===== src/rtl/acc_cpu_ctrl.sv =====
// Two-cycle FETCH/EXEC controller for an accumulator machine driving a
// single-port word memory with combinational read and synchronous write.
module acc_cpu_ctrl #(
    parameter int WORDSIZE = 16,
    parameter int ADDRSIZE = 8,
    parameter int RESET_PC = 0
) (
    input  logic                clk,
    input  logic                rst,
    input  logic                run,
    output logic [ADDRSIZE-1:0] mem_addr,
    output logic                mem_we,
    output logic [WORDSIZE-1:0] mem_din,
    input  logic [WORDSIZE-1:0] mem_dout,
    output logic [ADDRSIZE-1:0] pc,
    output logic [WORDSIZE-1:0] acc,
    output logic                carry,
    output logic [WORDSIZE-1:0] out_data,
    output logic                out_valid,
    output logic                halted,
    output logic                illegal
);

    localparam int OPW = WORDSIZE - ADDRSIZE;

    localparam logic [OPW-1:0] OP_NOP = OPW'(8'h00);
    localparam logic [OPW-1:0] OP_LDA = OPW'(8'h01);
    localparam logic [OPW-1:0] OP_STA = OPW'(8'h02);
    localparam logic [OPW-1:0] OP_ADD = OPW'(8'h03);
    localparam logic [OPW-1:0] OP_SUB = OPW'(8'h04);
    localparam logic [OPW-1:0] OP_LDI = OPW'(8'h05);
    localparam logic [OPW-1:0] OP_JMP = OPW'(8'h06);
    localparam logic [OPW-1:0] OP_JZ  = OPW'(8'h07);
    localparam logic [OPW-1:0] OP_JC  = OPW'(8'h08);
    localparam logic [OPW-1:0] OP_OUT = OPW'(8'h09);
    localparam logic [OPW-1:0] OP_HLT = OPW'(8'h0F);

    typedef enum logic [1:0] {
        ST_FETCH = 2'd0,
        ST_EXEC  = 2'd1,
        ST_HALT  = 2'd2
    } state_e;

    state_e              state_q, state_d;
    logic [ADDRSIZE-1:0] pc_q, pc_d;
    logic [WORDSIZE-1:0] ir_q, ir_d;
    logic [WORDSIZE-1:0] acc_q, acc_d;
    logic                carry_q, carry_d;
    logic [WORDSIZE-1:0] out_data_q, out_data_d;
    logic                out_valid_q, out_valid_d;
    logic                halted_q, halted_d;
    logic                illegal_q, illegal_d;

    logic [OPW-1:0]      opcode_s;
    logic [ADDRSIZE-1:0] operand_s;
    logic [WORDSIZE:0]   sum_s;
    logic [WORDSIZE:0]   diff_s;

    function automatic logic is_legal(input logic [OPW-1:0] op);
        logic ok;
        case (op)
            OP_NOP, OP_LDA, OP_STA, OP_ADD, OP_SUB, OP_LDI,
            OP_JMP, OP_JZ, OP_JC, OP_OUT, OP_HLT: ok = 1'b1;
            default:                              ok = 1'b0;
        endcase
        return ok;
    endfunction

    assign opcode_s  = ir_q[WORDSIZE-1:ADDRSIZE];
    assign operand_s = ir_q[ADDRSIZE-1:0];
    // Both arithmetic results are one bit wider; the top bit is carry or borrow.
    assign sum_s     = {1'b0, acc_q} + {1'b0, mem_dout};
    assign diff_s    = {1'b0, acc_q} - {1'b0, mem_dout};

    // State register
    always_ff @(posedge clk or posedge rst) begin
        if (rst) begin
            state_q <= ST_FETCH;
        end else begin
            state_q <= state_d;
        end
    end

    // Next-state logic
    always_comb begin
        state_d = state_q;
        case (state_q)
            ST_FETCH: begin
                if (run) begin
                    state_d = ST_EXEC;
                end else begin
                    state_d = ST_FETCH;
                end
            end
            ST_EXEC: begin
                if ((opcode_s == OP_HLT) || !is_legal(opcode_s)) begin
                    state_d = ST_HALT;
                end else begin
                    state_d = ST_FETCH;
                end
            end
            ST_HALT: state_d = ST_HALT;
            default: state_d = ST_HALT;
        endcase
    end

    // Memory port outputs; the write strobe is also gated by rst so it drops
    // the instant reset is asserted.
    always_comb begin
        mem_addr = pc_q;
        mem_we   = 1'b0;
        case (state_q)
            ST_FETCH: begin
                mem_addr = pc_q;
                mem_we   = 1'b0;
            end
            ST_EXEC: begin
                mem_addr = operand_s;
                if ((opcode_s == OP_STA) && !rst) begin
                    mem_we = 1'b1;
                end else begin
                    mem_we = 1'b0;
                end
            end
            ST_HALT: begin
                mem_addr = pc_q;
                mem_we   = 1'b0;
            end
            default: begin
                mem_addr = pc_q;
                mem_we   = 1'b0;
            end
        endcase
    end

    // Datapath next-state: fetch loads IR and bumps PC, execute applies the opcode.
    always_comb begin
        pc_d        = pc_q;
        ir_d        = ir_q;
        acc_d       = acc_q;
        carry_d     = carry_q;
        out_data_d  = out_data_q;
        out_valid_d = 1'b0;
        halted_d    = halted_q;
        illegal_d   = illegal_q;
        case (state_q)
            ST_FETCH: begin
                if (run) begin
                    ir_d = mem_dout;
                    pc_d = pc_q + {{(ADDRSIZE-1){1'b0}}, 1'b1};
                end else begin
                    ir_d = ir_q;
                    pc_d = pc_q;
                end
            end
            ST_EXEC: begin
                case (opcode_s)
                    OP_NOP: acc_d = acc_q;
                    OP_LDA: acc_d = mem_dout;
                    OP_STA: acc_d = acc_q;
                    OP_ADD: begin
                        acc_d   = sum_s[WORDSIZE-1:0];
                        carry_d = sum_s[WORDSIZE];
                    end
                    OP_SUB: begin
                        acc_d   = diff_s[WORDSIZE-1:0];
                        carry_d = diff_s[WORDSIZE];
                    end
                    OP_LDI: acc_d = {{OPW{1'b0}}, operand_s};
                    OP_JMP: pc_d = operand_s;
                    OP_JZ: begin
                        if (acc_q == {WORDSIZE{1'b0}}) begin
                            pc_d = operand_s;
                        end else begin
                            pc_d = pc_q;
                        end
                    end
                    OP_JC: begin
                        if (carry_q) begin
                            pc_d = operand_s;
                        end else begin
                            pc_d = pc_q;
                        end
                    end
                    OP_OUT: begin
                        out_data_d  = acc_q;
                        out_valid_d = 1'b1;
                    end
                    OP_HLT: halted_d = 1'b1;
                    default: begin
                        halted_d  = 1'b1;
                        illegal_d = 1'b1;
                    end
                endcase
            end
            ST_HALT: begin
                pc_d = pc_q;
            end
            default: begin
                pc_d = pc_q;
            end
        endcase
    end

    // Datapath registers
    always_ff @(posedge clk or posedge rst) begin
        if (rst) begin
            pc_q        <= ADDRSIZE'(RESET_PC);
            ir_q        <= {WORDSIZE{1'b0}};
            acc_q       <= {WORDSIZE{1'b0}};
            carry_q     <= 1'b0;
            out_data_q  <= {WORDSIZE{1'b0}};
            out_valid_q <= 1'b0;
            halted_q    <= 1'b0;
            illegal_q   <= 1'b0;
        end else begin
            pc_q        <= pc_d;
            ir_q        <= ir_d;
            acc_q       <= acc_d;
            carry_q     <= carry_d;
            out_data_q  <= out_data_d;
            out_valid_q <= out_valid_d;
            halted_q    <= halted_d;
            illegal_q   <= illegal_d;
        end
    end

    assign mem_din   = acc_q;
    assign pc        = pc_q;
    assign acc       = acc_q;
    assign carry     = carry_q;
    assign out_data  = out_data_q;
    assign out_valid = out_valid_q;
    assign halted    = halted_q;
    assign illegal   = illegal_q;

endmodule

===== config.mk =====
export PLATFORM = sky130hd
export DESIGN_NAME = acc_cpu_ctrl
export DESIGN_NICKNAME = d
export VERILOG_FILES = /design/src/rtl/acc_cpu_ctrl.sv
export SDC_FILE = /design/constraint.sdc
export NUM_CORES = 1
export LEC_CHECK = 0
export CAP_MARGIN = 0
export CORE_MARGIN = 3
export CORE_UTILIZATION = 25
export CTS_CLUSTER_DIAMETER = 40
export DETAILED_ROUTE_END_ITERATION = 8
export HOLD_SLACK_MARGIN = 0.12
export PLACE_DENSITY_LB_ADDON = 0.12
export RECOVER_POWER = 25
export SLEW_MARGIN = 20
export SYNTH_ARGS = -nofsm -noshare
export SYNTH_HDL_FRONTEND = slang
export SYNTH_SLANG_ARGS = --single-unit

===== constraint.sdc =====
create_clock -name clk -period 6.95 [get_ports clk]
set_input_delay 1.7375 -clock clk [delete_from_list [all_inputs] [get_ports clk]]
set_output_delay 1.7375 -clock clk [all_outputs]
set_load 0.03 [all_outputs]

---- After elaboration in Yosys (flattened, before gate mapping) ----
Memory sizes are Yosys's and may differ from the RTL's.
Cells that the tools add are included.
word-level totals
  register bits after elaboration ......... 62
  bits in read-only memories .............. 16
  bits of input ports ..................... 19
  output and inout port bits .............. 69
  logic and storage cells ................. 67
  memories ................................ 1
memories
  memory           depth  bits a word  read ports  clocked after Yosys merged registers in  wr ports  RTL line  RTL
  (no name shown)  16     1            1           0                                        0         61        case (op)
cells by class
  add/subtract/negate cells ............... 3
  equality and inequality tests ........... 15
  muxes and demuxes ....................... 17
  bitwise gates (word level) .............. 2
  reduce and logical (&&, ||, !) cells .... 20
operator list
  cell                   count
  $pmux W16 S4           1
  $eq A8 B3 Y1 const B   4
  $mux W8                4
  $eq A8 B4 Y1 const B   3
  $pmux W8 S3            1
  $add A16 B16 Y17       1
  $sub A16 B16 Y17       1
  $eq A8 B2 Y1 const B   2
  $logic_not A16 Y1      1
  $pmux W8 S2            1
  $reduce_and A2 Y1      6
  $reduce_or A11 Y1      1
  $reduce_or A10 Y1      1
  $add A8 B1 Y8 const B  1
  $eq A8 B1 Y1 const B   1
  $logic_not A8 Y1       1
  $mux W1                7
  $ne A3 B3 Y1 const B   2
  $reduce_and A5 Y1      1
  $logic_not A4 Y1       1
  $ne A4 B1 Y1 const B   1
  $pmux W2 S2            1
  $reduce_bool A2 Y1     2
  $reduce_bool A4 Y1     1
  9 further kinds        11

---- Logic depth before layout (Yosys ltp) ----
  depth in word-level cells ............... 7
  depth in mapped cells ................... 11
  mapped depth without buffers ............ 11

---- Worst setup path before layout ----
OpenSTA, ideal clock, no wires.
  path kind ............................... input port to output port
  start ................................... in rst
  end ..................................... out mem_we
  data arrival time ....................... 2.729 ns
  data required time ...................... 5.213 ns
  path slack .............................. 2.484 ns
  cell stages on the path ................. 1
  path buffers ............................ 0
  cells stage by stage .................... nor4_1
on the way
  longest elaborated chain between the ends .. 4
RTL lines
  item                               RTL line  RTL
  start: declaration                 9         input logic rst,
  $logic_not A1 Y1 (no source line)  n/a
  $logic_and A1 B1 Y1                119       if ((opcode_s == OP_STA) && !rst) begin
  $mux W1                            119
  $mux W1                            112       case (state_q)
  end: declaration                   12        output logic mem_we,
Every way passes these cells.

==> metrics.md <==
| Metric | Value |
|---|---|
| Antenna diodes | `0` |
| Family with the most delay on the worst path | `buffers and inverters` |
| Endpoint class of the critical path | `async pin` |
| WL per Instance | `between 15 and 20 µm` |
| Synthesized area per cell | `8.866 µm²` |
| Placed inst area | `0.005778 mm²` |
| Design Area, Final | `0.006092 mm²` |
| FF-to-FF setup slack | `approximately 4.0 ns` |
| Vias in the first global route | `around 4300` |
| Via count | `4181` |
| CTS tree | `yes` |
| CP Cell Sequence | `clkdlybuf4s50_1 > clkinv_1 > clkbuf_1` |
| Mapped cell area | `0.004841 mm²` |
| Status | `finished with violations` |
| Die W | `between 100 and 150 µm` |
| CP max stage cell | `clkbuf_1` |
| Worst Path Arrival | `4.78 ns` |
| Clk_skew | `between 0.009 and 0.01 ns` |
| Worst reg2reg path endpoint | `acc[12]` |
| Worst Path Max Fanout | `62` |
| Tot GR Track Use | `approximately 15%` |
| Seq/Total Area, Yosys | `32.05%` |
| Min-Delay Path Class | `reg -> reg` |
| Crit path buf inv count | `3` |
| Warnings, synthesis | `0` |
| Setup TNS Final | `0 ns` |
| DR vias/cell | `4.822` |
| Fin nets | `657` |
| Largest net degree at the start of global routing | `63` |
| Power density over the cells | `302.1 mW/mm²` |
| Final setup vio count | `0` |
| Yosys cell types | `78` |
| Achievable Freq | `194.0 MHz` |
| Post-synth top area cell | `dfrtp_1` |
| Share of the cycle needed by the critical path after routing | `74.17%` |
| Req. time, crit path | `6.57 ns` |
| Unrepaired setup endpoints after global routing | `false` |
| Root Buffer | `clkbuf_16` |
| Die Y | `between 100 and 150 µm` |
| Post-synthesis net count | `601` |
| Post_cts resized | `0` |
| Crit path kind | `in -> async` |
| Starting Density | `25.62%` |
| # hold bufs at CTS | `0` |
| Ys flop type | `dfrtp_1` |
| Layout cell share with drive strength beyond 1 | `between 10 and 15%` |
| Top cells by area, synth | `dfrtp_1 (32%), ha_1 (8.8%), mux2_2 (7.0%)` |
| Max clock buf depth | `2` |
| Area grow syn2layout | `25.85%` |
| Type of origin of the critical path | `input port` |
| Worst Tran Pin Value | `~3.6 ns` |
| Synth top area share | `32.05%` |
| Failing checks | `max-capacitance violations, max-slew violations` |
| Drt total wl | `15090 µm` |
| Post-detail-place hpwl | `roughly 11000 µm` |
| Final hold vios | `0` |
| Worst hold endpoint | `halted` |
| Post-synthesis cell count | `546` |
| Worst hold slack | `0.4580 ns` |
| Worst slew margin | `-140.6%` |
| H-Tree Depth | `3` |
| Reg2Reg Depth | `10` |
| Fin. max-slew vios | `63` |
| Number of iterations in the first detailed-routing pass | `4` |
| Clock Sinks | `between 60 and 70` |
| DR iter-0 viols | `272` |
| Hold depth | `1` |
| Min Tclk post-route | `5.155 ns` |
| Rows | `50` |
| CP peak stage delay | `2.54 ns` |
| # port buffers | `87` |
| Max cap viols | `1` |
| Final ANT Viol Nets | `0` |
| P_leak | `between 2 and 3 nW` |
| # IOs | `88` |
| Clock transition at the registers of the reported paths | `0.06 ns` |
| Number of synthesized register bits | `62` |
| Reg2reg start | `acc[0]` |
| TritonCTS buffer count | `9` |
| Initial antenna violation count | `0` |
| Post-CTS setup buffer count | `0` |
| First-pass GRT wire length | `between 20000 and 25000 µm` |
| Post-synth EDFFs | `0` |
| Hold Startpoint | `halted` |
| Share of flip-flops with an asynchronous set or reset | `100.0%` |
| Core Area | `approximately 0.019 mm²` |
| GP Congestion | `0.8562` |
| Max VDD drop | `0.0001207 V` |
| Clk_lat worst skew | `~0.35 ns` |
| DRC | `0` |
| GR Overflow Total | `0` |
| Die area | `0.02107 mm²` |
==> registers in the layout (all words and copies together) (netlist names) <==
signal     count
out_data      16
state_q        2
illegal        1
pc             8
out_valid      1
ir_q          16
halted         1
carry          1
acc           16
==> kinds of logic after synthesis <==
logic type / after synthesis / synth area share (%)
XOR/XNOR: 15 / 2.714
multiplexers: 32 / 7.392
AND/OR/NAND/NOR: 169 / 17.89
flip-flops: 62 / 32.05
AO/OA/AOI/OAI: 152 / 21.45
adder cells (fa/ha/maj): 36 / 9.615
buffers and inverters: 80 / 8.891
==> synthesized netlist by cell type (all sizes together) (3+ instances only) <==
master   n
a211oi   4
a21o     8
a21oi   41
a221oi  11
a31oi    7
and2     3
and3     4
buf     35
clkbuf   8
dfrtp   62
ha      34
inv     36
mux2    30
nand2   62
nand2b  11
nand3   10
nand4    4
nor2    36
nor2b    9
nor3     7
nor4     9
o21a     4
o21ai   42
o221ai   3
o22ai    7
o31ai    4
o41ai    3
or2      3
or3      3
xnor2   13
==> metal layers <==
layer	up-vias	GRT usage [%]	routed length, µm
li1	2039	-	-
met4	0	3.561	167
met5	-	0	0
met2	88	23.92	7295
met1	2046	19.72	7124
met3	8	3.404	501
==> final cells by class <==
cell class / count / area [µm²]
multi-input cells: 404 / 2873
well taps: 260 / 325.3
clock inverters: 6 / 85.08
fillers: 2026 / 12800
inverters: 36 / 140.1
flip-flops and latches: 62 / 1551
repair buffers: 89 / 878.3
clock buffers: 10 / 239.0
==> stage by stage <==
stage	power (mW)	worst slack, ns	cells	util (%)
finish	1.841	1.795	867	32.25
global route	1.967	0.9860	867	32.25
CTS	1.865	2.010	867	32.30
detailed placement	1.355	2.015	851	30.58
global placement	1.345	2.045	851	30.58
floorplan	1.086	2.484	546	-
==> power by group <==
| part | internal, mW | switching (mW) |
|---|---|---|
| Sequential | 0.449 | 0.141 |
| Clock | 0.322 | 0.174 |
| Combinational | 0.324 | 0.430 |
| Total | 1.10 | 0.745 |
==> worst register-to-register path: stages, from the launching register on <==
cell	delay, ns
dfrtp_1	0.46
inv_1	0.14
ha_1	0.22
fa_1	0.42
nand3b_1	0.21
a21oi_1	0.21
o21ai_1	0.21
o41ai_4	0.47
xnor2_1	0.11
a221oi_1	0.27
nor2_1	0.09
==> layout by cell type (no fill, tap or decap), types with 5 or more instances in the layout <==
cell type	n
a21oi_1	41
nand2_1	62
xnor2_1	13
a21o_1	8
ha_1	34
o21ai_1	6
nor2_1	35
clkbuf_16	9
a221oi_1	10
nand3_1	9
nor2b_1	7
nor3_1	5
a31oi_1	6
o22ai_1	7
nor4_1	7
inv_1	33
nand2b_1	11
dfrtp_1	62
clkdlybuf4s50_1	87
o21ai_0	36
mux2_2	30
==> how the worst max path moves through the flow <==
stage / from / endpoint / cells after the start
6_report: rst / out_data[9] / 3
2_1_floorplan: rst / mem_we / 1
5_1_grt: rst / out_data[15] / 3
3_3_place_gp: rst / mem_we / 3
3_5_place_dp: rst / mem_we / 3
4_1_cts: rst / mem_we / 3
No activity file was read; power rests on OpenSTA's default activity.
